## src/rtl/srt2_control_unit.sv

```systemverilog
// srt2_control_unit
// Moore sequencer for the SRT-2 radix-2 divider datapath. It walks one
// division per start pulse (load, normalise, SRT iterations, correction,
// quotient assembly, denormalise, output) and drives the 14-bit control
// word c[13:0]. c, busy and done decode only from registered state and
// registered flags, so there is no input-to-output combinational path.
//
// Handshake: start is sampled only in IDLE. busy is high from LOAD_Q through
// DONE. done is a one-cycle pulse in DONE, where busy is also high. If start
// is still high in the IDLE cycle after DONE, the next division begins.
module srt2_control_unit #(
    parameter logic [2:0] LAST_CNT        = 3'd7,
    parameter bit         SKIP_ZERO_DIGIT = 1'b1
) (
    input  logic        clk,
    input  logic        rst_b,
    input  logic        start,
    input  logic        cnt1,
    input  logic [2:0]  cnt2,
    input  logic        m7,
    input  logic [2:0]  ctrl_bits,
    output logic [13:0] c,
    output logic        busy,
    output logic        done
);

    typedef enum logic [3:0] {
        S_IDLE   = 4'd0,
        S_LOAD_Q = 4'd1,
        S_LOAD_M = 4'd2,
        S_CHK_M  = 4'd3,
        S_NORM   = 4'd4,
        S_SEL    = 4'd5,
        S_SHIFT  = 4'd6,
        S_ADDSUB = 4'd7,
        S_COUNT  = 4'd8,
        S_CORR   = 4'd9,
        S_QFIX   = 4'd10,
        S_DENORM = 4'd11,
        S_OUT_Q  = 4'd12,
        S_OUT_A  = 4'd13,
        S_DONE   = 4'd14
    } state_t;

    // Quotient digit selected for the current iteration.
    typedef enum logic [1:0] {
        OP_ZERO = 2'd0,
        OP_POS  = 2'd1,
        OP_NEG  = 2'd2
    } op_t;

    // Control word bit strobes.
    localparam logic [13:0] C_LOAD_AQ = 14'h0001; // load A/Q/Q*/CNT2
    localparam logic [13:0] C_LOAD_M  = 14'h0002; // load M, count leading zeros
    localparam logic [13:0] C_NORM    = 14'h0004; // normalise, latch ctrl_bits, CNT1++
    localparam logic [13:0] C_SHIFT   = 14'h0008; // shift strobe
    localparam logic [13:0] C_DIG_P   = 14'h0010; // digit +1
    localparam logic [13:0] C_DIG_N   = 14'h0020; // digit -1 / subtract
    localparam logic [13:0] C_FIN     = 14'h0040; // finish-phase qualifier
    localparam logic [13:0] C_ASM_Q   = 14'h0080; // assemble qualifier
    localparam logic [13:0] C_CNT2    = 14'h0100; // CNT2++
    localparam logic [13:0] C_ADD_M   = 14'h0200; // add-M strobe
    localparam logic [13:0] C_ASM     = 14'h0400; // assemble strobe
    localparam logic [13:0] C_DENORM  = 14'h0800; // denormalise, CNT1--
    localparam logic [13:0] C_OUT1    = 14'h1000; // drive outbus1
    localparam logic [13:0] C_OUT2    = 14'h2000; // drive outbus2

    state_t state_q, state_d;
    op_t    op_q, op_d;
    logic   neg_q, neg_d;
    logic   shift_q, shift_d;

    // State and flag registers; reset aborts any division in flight.
    always_ff @(posedge clk or negedge rst_b) begin
        if (!rst_b) begin
            state_q <= S_IDLE;
            op_q    <= OP_ZERO;
            neg_q   <= 1'b0;
            shift_q <= 1'b0;
        end else begin
            state_q <= state_d;
            op_q    <= op_d;
            neg_q   <= neg_d;
            shift_q <= shift_d;
        end
    end

    // Next-state, flag capture and Moore output decode.
    always_comb begin
        state_d = state_q;
        op_d    = op_q;
        neg_d   = neg_q;
        shift_d = shift_q;
        c       = 14'h0000;
        busy    = 1'b1;
        done    = 1'b0;

        case (state_q)
            S_IDLE: begin
                busy = 1'b0;
                if (start) begin
                    state_d = S_LOAD_Q;
                end
            end
            S_LOAD_Q: begin
                c       = C_LOAD_AQ;
                state_d = S_LOAD_M;
            end
            S_LOAD_M: begin
                c       = C_LOAD_M;
                state_d = S_CHK_M;
            end
            S_CHK_M: begin
                // A divisor with its MSB already set needs no normalise step.
                state_d = m7 ? S_SEL : S_NORM;
            end
            S_NORM: begin
                c       = C_NORM;
                state_d = S_SEL;
            end
            S_SEL: begin
                if (ctrl_bits == 3'b000 || ctrl_bits == 3'b111) begin
                    op_d = OP_ZERO;
                end else if (!ctrl_bits[2]) begin
                    op_d = OP_POS;
                end else begin
                    op_d = OP_NEG;
                end
                state_d = S_SHIFT;
            end
            S_SHIFT: begin
                c = C_SHIFT;
                if (op_q == OP_POS) begin
                    c = c | C_DIG_P;
                end else if (op_q == OP_NEG) begin
                    c = c | C_DIG_N;
                end
                if (op_q == OP_ZERO && SKIP_ZERO_DIGIT) begin
                    state_d = S_COUNT;
                end else begin
                    state_d = S_ADDSUB;
                end
            end
            S_ADDSUB: begin
                if (op_q == OP_POS) begin
                    c = C_DIG_N;
                end else if (op_q == OP_NEG) begin
                    c = C_ADD_M;
                end
                state_d = S_COUNT;
            end
            S_COUNT: begin
                // Exit test precedes the increment, so cnt2 never wraps.
                if (cnt2 == LAST_CNT) begin
                    neg_d   = ctrl_bits[2];
                    state_d = S_CORR;
                end else begin
                    c       = C_CNT2;
                    state_d = S_SEL;
                end
            end
            S_CORR: begin
                // Negative remainder: restore A += M and bump Q*.
                if (neg_q) begin
                    c = C_FIN | C_ADD_M;
                end
                shift_d = cnt1;
                state_d = S_QFIX;
            end
            S_QFIX: begin
                c       = C_FIN | C_ASM_Q | C_ASM;
                state_d = S_DENORM;
            end
            S_DENORM: begin
                if (shift_q) begin
                    c = C_DENORM;
                end
                state_d = S_OUT_Q;
            end
            S_OUT_Q: begin
                c       = C_OUT1;
                state_d = S_OUT_A;
            end
            S_OUT_A: begin
                c       = C_OUT2;
                state_d = S_DONE;
            end
            S_DONE: begin
                done    = 1'b1;
                state_d = S_IDLE;
            end
            default: begin
                busy    = 1'b0;
                state_d = S_IDLE;
            end
        endcase
    end

endmodule

```

## config.mk

```make
export PLATFORM = sky130hd
export DESIGN_NAME = srt2_control_unit
export DESIGN_NICKNAME = d
export VERILOG_FILES = /design/src/rtl/srt2_control_unit.sv
export SDC_FILE = /design/constraint.sdc
export NUM_CORES = 1
export LEC_CHECK = 0
export ABC_AREA = 1
export CAP_MARGIN = 10
export CORE_UTILIZATION = 25
export DETAILED_ROUTE_END_ITERATION = 7
export PLACE_DENSITY_LB_ADDON = 0.15
export SYNTH_ARGS = -nofsm -noshare
export SYNTH_HDL_FRONTEND = slang
export SYNTH_SLANG_ARGS = --single-unit
```

## constraint.sdc

```tcl
create_clock -name clk -period 1 [get_ports clk]
set_input_delay 0.15 -clock clk [delete_from_list [all_inputs] [get_ports clk]]
set_output_delay 0.15 -clock clk [all_outputs]
set_load 0.02 [all_outputs]
```

==> results of run 1 <==
-- worst max-delay path: stages, from the launching register on --
cell and delay, ns:
dfrtp_2 0.50, buf_12 0.14, nand2_4 0.06, nor2_4 0.10
inv_2 0.07, o22ai_4 0.09, buf_6 0.13
-- cell usage after synthesis --
cell	count	area, um^2
nand2_1	20	75.1
inv_1	15	56.3
nor2_1	15	56.3
nand3_1	10	50.1
dfrtp_1	8	200
nor2_2	4	25.0
inv_2	3	11.3
o21ai_0	3	15.0
o22ai_1	3	18.8
buf_4	2	15.0
nor2_4	2	22.5
o21ai_1	2	10.0
a21oi_1	1	5.00
nand2_2	1	6.26
nand3b_1	1	7.51
nand4_1	1	6.26
-- sequential cells by signal, indices dropped and copies added, names as in the netlist --
name and count:
op_q 2, shift_q 1, state_q 4, neg_q 1
-- per-layer routing --
metal | up-vias | wire, um | GRT usage, % | share of wire, %
met5 | - | 0 | 0 | 0
met4 | 0 | 11 | 5.24 | 0.48
met3 | 2 | 73 | 5.76 | 3.2
met2 | 15 | 1210 | 36.7 | 53
met1 | 373 | 999 | 25.5 | 44
li1 | 406 | - | - | -
-- cell usage in the layout, fill, tap and decap left out --
cell type | Yosys | routed
nand2_1 | 20 | 12
nand4_1 | 1 | 1
o21ai_1 | 2 | 2
inv_2 | 3 | 7
nor2_4 | 2 | 15
o22ai_4 | 0 | 1
inv_1 | 15 | 7
nand3_1 | 10 | 6
nand3b_1 | 1 | 1
dfrtp_1 | 8 | 4
buf_12 | 0 | 1
buf_4 | 2 | 28
nand3_4 | 0 | 1
clkbuf_4 | 0 | 3
nand2_2 | 1 | 3
o22ai_2 | 0 | 2
dfrtp_2 | 0 | 4
buf_6 | 0 | 20
inv_4 | 0 | 4
o21ai_0 | 3 | 2
nor2_1 | 15 | 5
o21ai_2 | 0 | 1
nand2_4 | 0 | 6
clkdlybuf4s50_1 | 0 | 10
nor2_2 | 4 | 1
a21oi_1 | 1 | 1
nand3_2 | 0 | 3
-- power by group through the flow --
stage / logic (W) / clock network, W / registers [W]
finish: 0.00328 / 0.000257 / 0.000755
global route: 0.00351 / 0.000287 / 0.000778
detailed placement: 0.00224 / 0 / 0.000644
CTS: 0.00307 / 0.000264 / 0.000717
floorplan: 0.00135 / 0 / 0.000587
global placement: 0.00222 / 0 / 0.000631
-- layout make-up --
cell class	instances	area, um^2
multi-input combinational	63	495
fill	183	800
tap	28	35.0
timing repair buffer	59	556
sequential	8	205
inverter	18	77.6
clock buffer	3	22.5
-- worst max-delay path by stage --
stage                                start    to  slack [ns]  cells past startpoint
global route        state_q[1]$_DFFE_PN0P_  c[5]       -0.56                      6
floorplan           state_q[3]$_DFFE_PN0P_  c[5]       -0.18                      5
CTS                 state_q[3]$_DFFE_PN0P_  c[8]       -0.49                      6
finish              state_q[1]$_DFFE_PN0P_  c[5]       -0.50                      6
detailed placement  state_q[2]$_DFFE_PN0P_  c[0]       -0.77                      4
global placement    state_q[1]$_DFFE_PN0P_  busy       -0.73                      5
-- per-stage QoR --
step                      setup slack, ns  area, um^2  hold WS (ns)  power [W]  TNS [ns]
after CTS                          -0.490        1350         0.171    0.00406     -8.42
after global routing               -0.556        1390         0.174    0.00457    -10.28
final                              -0.504        1390         0.164    0.00430     -8.76
after detailed placement           -0.771        1100         0.449    0.00288    -12.43
after global placement             -0.725        1100         0.448    0.00285    -11.97
after floorplan                    -0.176         674        -0.146    0.00194     -1.34
-- cell families (layout without fill, tap and decap cells) --
logic type,after synthesis,count (layout),synth area share [%]
DFF,8,8,34.5
buffers and inverters,20,80,14.2
and+or+nand+nor,54,54,42.9
AOI/OAI and AO/OA,9,9,8.40
-- repair_timing --
item                       4_1_cts  5_1_grt
setup endpoints to repair       24       24
gates resized for setup        123       14
pin swaps                       15        6
buffers inserted                13        1
hold endpoints to repair         0        0
==> impl_metrics.csv, run 1 <==
group,metric,value,unit
cells_and_area,drive_gt1_share,66.2,%
detailed_routing,antenna_left,0,
yosys,synth_seq_area_share,34.5,%
cts,max-clock-path-buffers,2,
cts,root_buffer,"clkbuf_4",
cts,cts_tree,"done",
grt,grt_max_degree,9,
timing,relSlewSlack,83.9,%
hold_path,hold_class,"input pin to asynchronous set/reset pin",
yosys,yosysWarnings,0,
detailed_routing,drt-vias-per-instance,4.45,
cts,htree_levels,1,
yosys,syn_avg_cell_area,6.38,um^2
cts,clkSlewWorstSetupHoldPaths,0.06,ns
power_and_ir_drop,irDropWorstVdd,1970,uV
critical_path,reg2reg_to,"state_q[3]$_DFFE_PN0P_",
grt,grt_usage,21.2,%
timing,fin_crit,1.50,ns
timing,setup_slack,-0.504,ns
cts,holdBufCountCts,0,
critical_path,endpoint_kind,"primary output",
timing,worstMarginPinSlew,0.241,ns
detailed_routing,vias,796,
power_and_ir_drop,share_seq_of_total_power,17.6,%
timing,fin_crit_sh,150,%
power_and_ir_drop,comb_power_share,76.4,%
detailed_routing,routed_wirelength,2300,um
timing,fin_skew,0.00508,ns
floorplan,core-area,2190,um^2
cells_and_area,syn_to_final_growth,140,%
job,maxCapViolCount,0,
critical_path,arrival,1.35,ns
detailed_routing,routedWlPerCell,12.8,um
critical_path,ff2ff_path_depth,8,
yosys,syn_inst,91,
power_and_ir_drop,power.internal,0.00226,W
detailed_routing,drt_pass1_iterations,4,
detailed_routing,first_iter_violations,17,
critical_path,start_kind,"register",
floorplan,die_width,50.2,um
detailed_routing,route.detailed.drc,0,
floorplan,die_h,50.2,um
cells_and_area,fin_cells,179,
placement,gp_congestion,0.824,
power_and_ir_drop,leakage,0.675,nW
power_and_ir_drop,clkPwrFrac,6.0,%
grt,overflow,0,
cts,numClockSinks,8,
critical_path,crit_type,"register to primary output",
critical_path,critPathMaxFanout,5,
floorplan,floorplan.die_area,2520,um^2
timing,slew_viol_final,0,
cts,clock_latency,0.26,ns
floorplan,ioPinCount,27,
grt,grt_pass1_wl,3870,um
timing,setup_viol,24,
grt,antenna_found_initial,0,
power_and_ir_drop,netSwitchingFraction,47.5,%
placement,port_buffers,26,
placement,post-place-cells,163,
yosys,ys_ff_latch,8,
floorplan,rows,17,
grt,grt_pass1_vias,834,
cells_and_area,final_core_util,63.5,%
status,violations,"setup timing",
cells_and_area,diodes,0,
timing,fmax,665,MHz
critical_path,r2r-start,"state_q[1]$_DFFE_PN0P_",
floorplan,initial_core_util,26.5,%
critical_path,rrSetupSlack,-0.36,ns
power_and_ir_drop,power.density,3090,nW/um^2
cells_and_area,fin_nets,164,
yosys,synth_nets,102,
yosys,synth.distinct_cells,16,
yosys,netlist_area,581,um^2
placement,dp_hpwl,1500,um
critical_path,worstPathRequired,0.85,ns
cts,cts_made_buffers,3,
timing,hold_viol_final,0,
power_and_ir_drop,p_sw,0.00204,W
status,status,"finished with violations",
timing,rsz0062_at_grt,"true",
No activity file was read; power rests on OpenSTA's default activity.
==> run 2: changes to the inputs <==
Clock period 1 ns to 1.6 ns, I/O delays scaled along.
==> impl_metrics.csv, run 2 (synthesis results as in run 1) <==
group,metric,value,unit
detailed_routing,routed_wirelength,1780,um
floorplan,rows,17,
power_and_ir_drop,leakage,0.541,nW
hold_path,hold_class,"input pin to asynchronous set/reset pin",
cts,htree_levels,1,
power_and_ir_drop,irDropWorstVdd,875,uV
power_and_ir_drop,power.density,1810,nW/um^2
cells_and_area,largest_register_ffs,4,
detailed_routing,antenna_left,0,
status,status,"finished, final reports clean",
cts,cts_tree,"done",
critical_path,worstPathRequired,1.36,ns
job,maxCapViolCount,0,
floorplan,core-area,2190,um^2
placement,dp_hpwl,1390,um
detailed_routing,route.detailed.drc,0,
cells_and_area,reg.largest.list,"state_q x4, op_q x2",
timing,worstMarginPinSlew,0.418,ns
detailed_routing,first_iter_violations,7,
timing,fin_skew,0.00609,ns
timing,setup_viol,0,
detailed_routing,vias,731,
placement,gp_congestion,0.842,
floorplan,initial_core_util,26.5,%
placement,port_buffers,26,
timing,rsz0062_at_grt,"true",
critical_path,ff2ff_path_depth,7,
cells_and_area,fin_cells,167,
floorplan,die_h,50.2,um
timing,fmax,633,MHz
grt,grt_pass1_wl,3050,um
timing,relSlewSlack,72.1,%
cells_and_area,largest_register,"state_q",
critical_path,cp.depth,6,
cts,clkSlewWorstSetupHoldPaths,0.06,ns
grt,overflow,0,
timing,fin_crit_sh,98.8,%
cts,clock_latency,0.26,ns
floorplan,ioPinCount,27,
critical_path,cp.buffers_inverters,3,
floorplan,floorplan.die_area,2520,um^2
cells_and_area,final_common_cell,"buf_4",
cts,holdBufCountCts,0,
detailed_routing,routedWlPerCell,10.7,um
grt,grt_pass1_vias,745,
grt,grt_max_degree,9,
critical_path,critPathMaxFanout,4,
critical_path,cp_slowest_stage_delay,0.44,ns
critical_path,crit_path_top_delay_cell,"dfrtp_2",
cells_and_area,final_cell_mix,"buf_4, nand2_1, inv_1",
critical_path,start_kind,"register",
timing,hold_viol_final,0,
power_and_ir_drop,finalPower,0.00185,W
detailed_routing,drt-vias-per-instance,4.38,
critical_path,crit_type,"register to primary output",
grt,antenna_found_initial,0,
cts,numClockSinks,8,
placement,post-place-cells,161,
critical_path,path_delay_family,"flip-flops",
critical_path,arrival,1.34,ns
critical_path,worstPathCellList,"inv_2 -> nand2_2 -> nor2_2 -> inv_1 -> o22ai_1 -> buf_4",
timing,tns,0,ns
cells_and_area,diodes,0,
grt,grt_usage,16.4,%
floorplan,die_width,50.2,um
cells_and_area,fillerInstances,231,
timing,fin_crit,1.58,ns
timing,slew_viol_final,0,
cells_and_area,syn_to_final_growth,76.5,%
cells_and_area,fin_nets,152,
detailed_routing,drt_pass1_iterations,4,
cts,cts_made_buffers,3,
cells_and_area,drive_gt1_share,47.5,%
cts,max-clock-path-buffers,2,
critical_path,endpoint_kind,"primary output",
cts,root_buffer,"clkbuf_4",
run 2: changes by cell type in the layout (fill, tap and decap cells not counted), sizes merged:
cell / change
buf: -12
run 2: cell type report:
class | instances | area [um^2] | share of cell area, %
tap | 28 | 35.0 | 3.42
sequential | 8 | 205 | 20.0
multi-input combinational | 63 | 335 | 32.7
clock buffer | 3 | 22.5 | 2.20
inverter | 18 | 67.6 | 6.59
timing repair buffer | 47 | 359 | 35.0
run 2: worst reg2reg max path, cell delays in order, from the launching register on:
cell     delay [ns]
dfrtp_2        0.45
nor2_2         0.18
buf_4          0.13
inv_2          0.03
buf_4          0.13
nor2_4         0.11
nand3_1        0.08
o21ai_1        0.08
run 2: per-layer routing:
metal / up-vias / GRT usage [%] / part of all wire, %
li1: 378 / - / -
met2: 24 / 29.8 / 49
met1: 321 / 17.3 / 41
met4: 0 / 6.67 / 4.5
met3: 8 / 5.15 / 5.7
met5: - / 0 / 0
run 2: repair_timing:
action | CTS | global route
gates cloned | 0 | 0
resized for setup | 72 | 19
endpoints found under the setup margin | 16 | 11
setup buffers | 1 | 2
pin swaps | 1 | 3
run 2: final timing paths:
kind	start	to	slack [ns]
setup / recovery	state_q[0]$_DFFE_PN0P_	c[5]	0.02
setup reg to reg	state_q[1]$_DFFE_PN0P_	op_q[1]$_DFFE_PN0P_	0.32
min in group clk	shift_q$_DFFE_PN0P_	shift_q$_DFFE_PN0P_	0.52
max in group asynchronous	rst_b	state_q[3]$_DFFE_PN0P_	1.00
hold reg to reg	shift_q$_DFFE_PN0P_	shift_q$_DFFE_PN0P_	0.52
hold / removal	rst_b	shift_q$_DFFE_PN0P_	0.28
run 2: stage by stage:
| stage | utilization (%) | instance area (um^2) | hold WS [ns] | setup slack, ns |
|---|---|---|---|---|
| floorplan | - | 581 | -0.0556 | 0.0820 |
| global placement | 45.5 | 996 | 0.507 | -0.190 |
| detailed placement | 45.5 | 996 | 0.508 | -0.188 |
| CTS | 45.6 | 1000 | 0.298 | -0.0255 |
| global route | 46.8 | 1020 | 0.326 | -0.0444 |
| finish | 46.8 | 1020 | 0.275 | 0.0191 |
run 2: power breakdown:
| group | internal [W] | switching [W] | leakage (nW) | total [W] |
|---|---|---|---|---|
| Combinational | 0.000577 | 0.000675 | 0.436 | 0.00125 |
| Clock | 0.0000866 | 0.0000796 | 0.0138 | 0.000166 |
| Sequential | 0.000310 | 0.000125 | 0.0908 | 0.000435 |
| Total | 0.000974 | 0.000879 | 0.541 | 0.00185 |
==> run 3: changes to the inputs <==
Clock period 1.6 ns to 1.9 ns, I/O delays scaled along.
==> impl_metrics.csv, run 3 (synthesis results as in run 1) <==
group,metric,value,unit
status,status,"finished, final reports clean",
timing,rsz0062_at_grt,"false",
cells_and_area,fin_cells,153,
floorplan,initial_core_util,26.5,%
power_and_ir_drop,finalPower,0.00128,W
cells_and_area,reg.largest.list,"state_q x4, op_q x2",
timing,fin_skew,0.00388,ns
cts,numClockSinks,8,
critical_path,crit_path_top_delay_cell,"dfrtp_2",
detailed_routing,drt-vias-per-instance,4.44,
timing,setup_viol,0,
cells_and_area,largest_register,"state_q",
critical_path,ff2ff_path_depth,7,
cts,clock_latency,0.26,ns
floorplan,die_width,50.2,um
cells_and_area,drive_gt1_share,20.8,%
cells_and_area,final_common_cell,"nand2_1",
placement,port_buffers,26,
cells_and_area,largest_register_ffs,4,
hold_path,hold_class,"input pin to asynchronous set/reset pin",
cts,root_buffer,"clkbuf_4",
critical_path,critPathMaxFanout,6,
critical_path,cp_slowest_stage_delay,0.45,ns
critical_path,start_kind,"register",
floorplan,die_h,50.2,um
timing,relSlewSlack,74.3,%
cells_and_area,diodes,0,
detailed_routing,antenna_left,0,
timing,fin_crit_sh,93.3,%
cells_and_area,final_core_util,41.9,%
timing,fmax,564,MHz
placement,gp_congestion,0.848,
job,maxCapViolCount,0,
detailed_routing,first_iter_violations,2,
cts,htree_levels,1,
timing,fin_crit,1.77,ns
detailed_routing,routed_wirelength,1590,um
grt,antenna_found_initial,0,
timing,worstMarginPinSlew,0.385,ns
grt,grt_pass1_vias,694,
cells_and_area,syn_to_final_growth,58.2,%
power_and_ir_drop,leakage,0.499,nW
critical_path,cp.depth,5,
critical_path,cp.buffers_inverters,3,
grt,grt_pass1_wl,2820,um
critical_path,crit_type,"register to primary output",
floorplan,ioPinCount,27,
detailed_routing,route.detailed.drc,0,
grt,grt_usage,15.8,%
critical_path,path_delay_family,"flip-flops",
cts,max-clock-path-buffers,2,
floorplan,core-area,2190,um^2
cts,clkSlewWorstSetupHoldPaths,0.06,ns
critical_path,worstPathCellList,"nor2_2 -> inv_1 -> o22ai_1 -> inv_1 -> dlygate4sd2_1",
critical_path,path_common_cell,"inv_1",
critical_path,worstPathRequired,1.62,ns
timing,hold_viol_final,0,
timing,slew_viol_final,0,
grt,overflow,0,
cts,cts_made_buffers,3,
timing,hold-worst-slack,0.306,ns
detailed_routing,drt_pass1_iterations,2,
detailed_routing,routedWlPerCell,10.4,um
power_and_ir_drop,power.density,1400,nW/um^2
timing,tns,0,ns
critical_path,endpoint_kind,"primary output",
power_and_ir_drop,irDropWorstVdd,612,uV
placement,post-place-cells,150,
cts,cts_tree,"done",
cells_and_area,final_cell_mix,"nand2_1, inv_1, nor2_1",
cells_and_area,fin_nets,138,
grt,grt_max_degree,9,
floorplan,floorplan.die_area,2520,um^2
placement,dp_hpwl,1360,um
detailed_routing,vias,679,
critical_path,arrival,1.49,ns
floorplan,rows,17,
## run 3: cell types whose count changed in the layout (fill, tap and decap cells not counted), sizes merged
cell           before  now
clkbuf              3    5
buf                37    7
clkdlybuf4s15       0    2
dlygate4sd2         0   12
## run 3: path summary, 6_finish.rpt
path / start / to / slack [ns]
hold / removal: rst_b / shift_q$_DFFE_PN0P_ / 0.31
setup / recovery: state_q[1]$_DFFE_PN0P_ / busy / 0.13
min in group clk: shift_q$_DFFE_PN0P_ / shift_q$_DFFE_PN0P_ / 0.51
hold reg to reg: shift_q$_DFFE_PN0P_ / shift_q$_DFFE_PN0P_ / 0.51
setup reg to reg: state_q[0]$_DFFE_PN0P_ / state_q[3]$_DFFE_PN0P_ / 0.71
max in group asynchronous: rst_b / state_q[2]$_DFFE_PN0P_ / 1.29
## run 3: where the power goes
group / internal [W] / total, W / switching, W
clock network: 0.0000727 / 0.000137 / 0.0000639
logic: 0.000316 / 0.000797 / 0.000482
registers: 0.000258 / 0.000349 / 0.0000914
total: 0.000646 / 0.00128 / 0.000637
## run 3: repair_timing
action,CTS,global route
setup endpoints to repair,16,4
pin swaps,0,0
cloned,0,0
setup buffers,0,0
resized for setup,20,6
hold buffers,0,0
## run 3: stage by stage
step | instance area (um^2) | setup WS, ns
floorplan | 581 | 0.337
global placement | 913 | 0.0568
detailed placement | 913 | 0.0460
CTS | 923 | 0.0661
global route | 918 | 0.0229
finish | 918 | 0.127
## run 3: layout make-up
cell class	count	area, um^2
clock buffer	3	22.5
fill	229	1270
inverter	18	67.6
multi-input combinational	63	303
sequential	8	203
tap	28	35.0
timing repair buffer	33	288
## run 3: routing by layer
layer / up-vias / wire, um / global-route usage (%)
met5: - / 0 / 0
met4: 0 / 41 / 8.57
met3: 5 / 78 / 6.36
met2: 14 / 741 / 25.1
met1: 304 / 729 / 17.8
li1: 356 / - / -
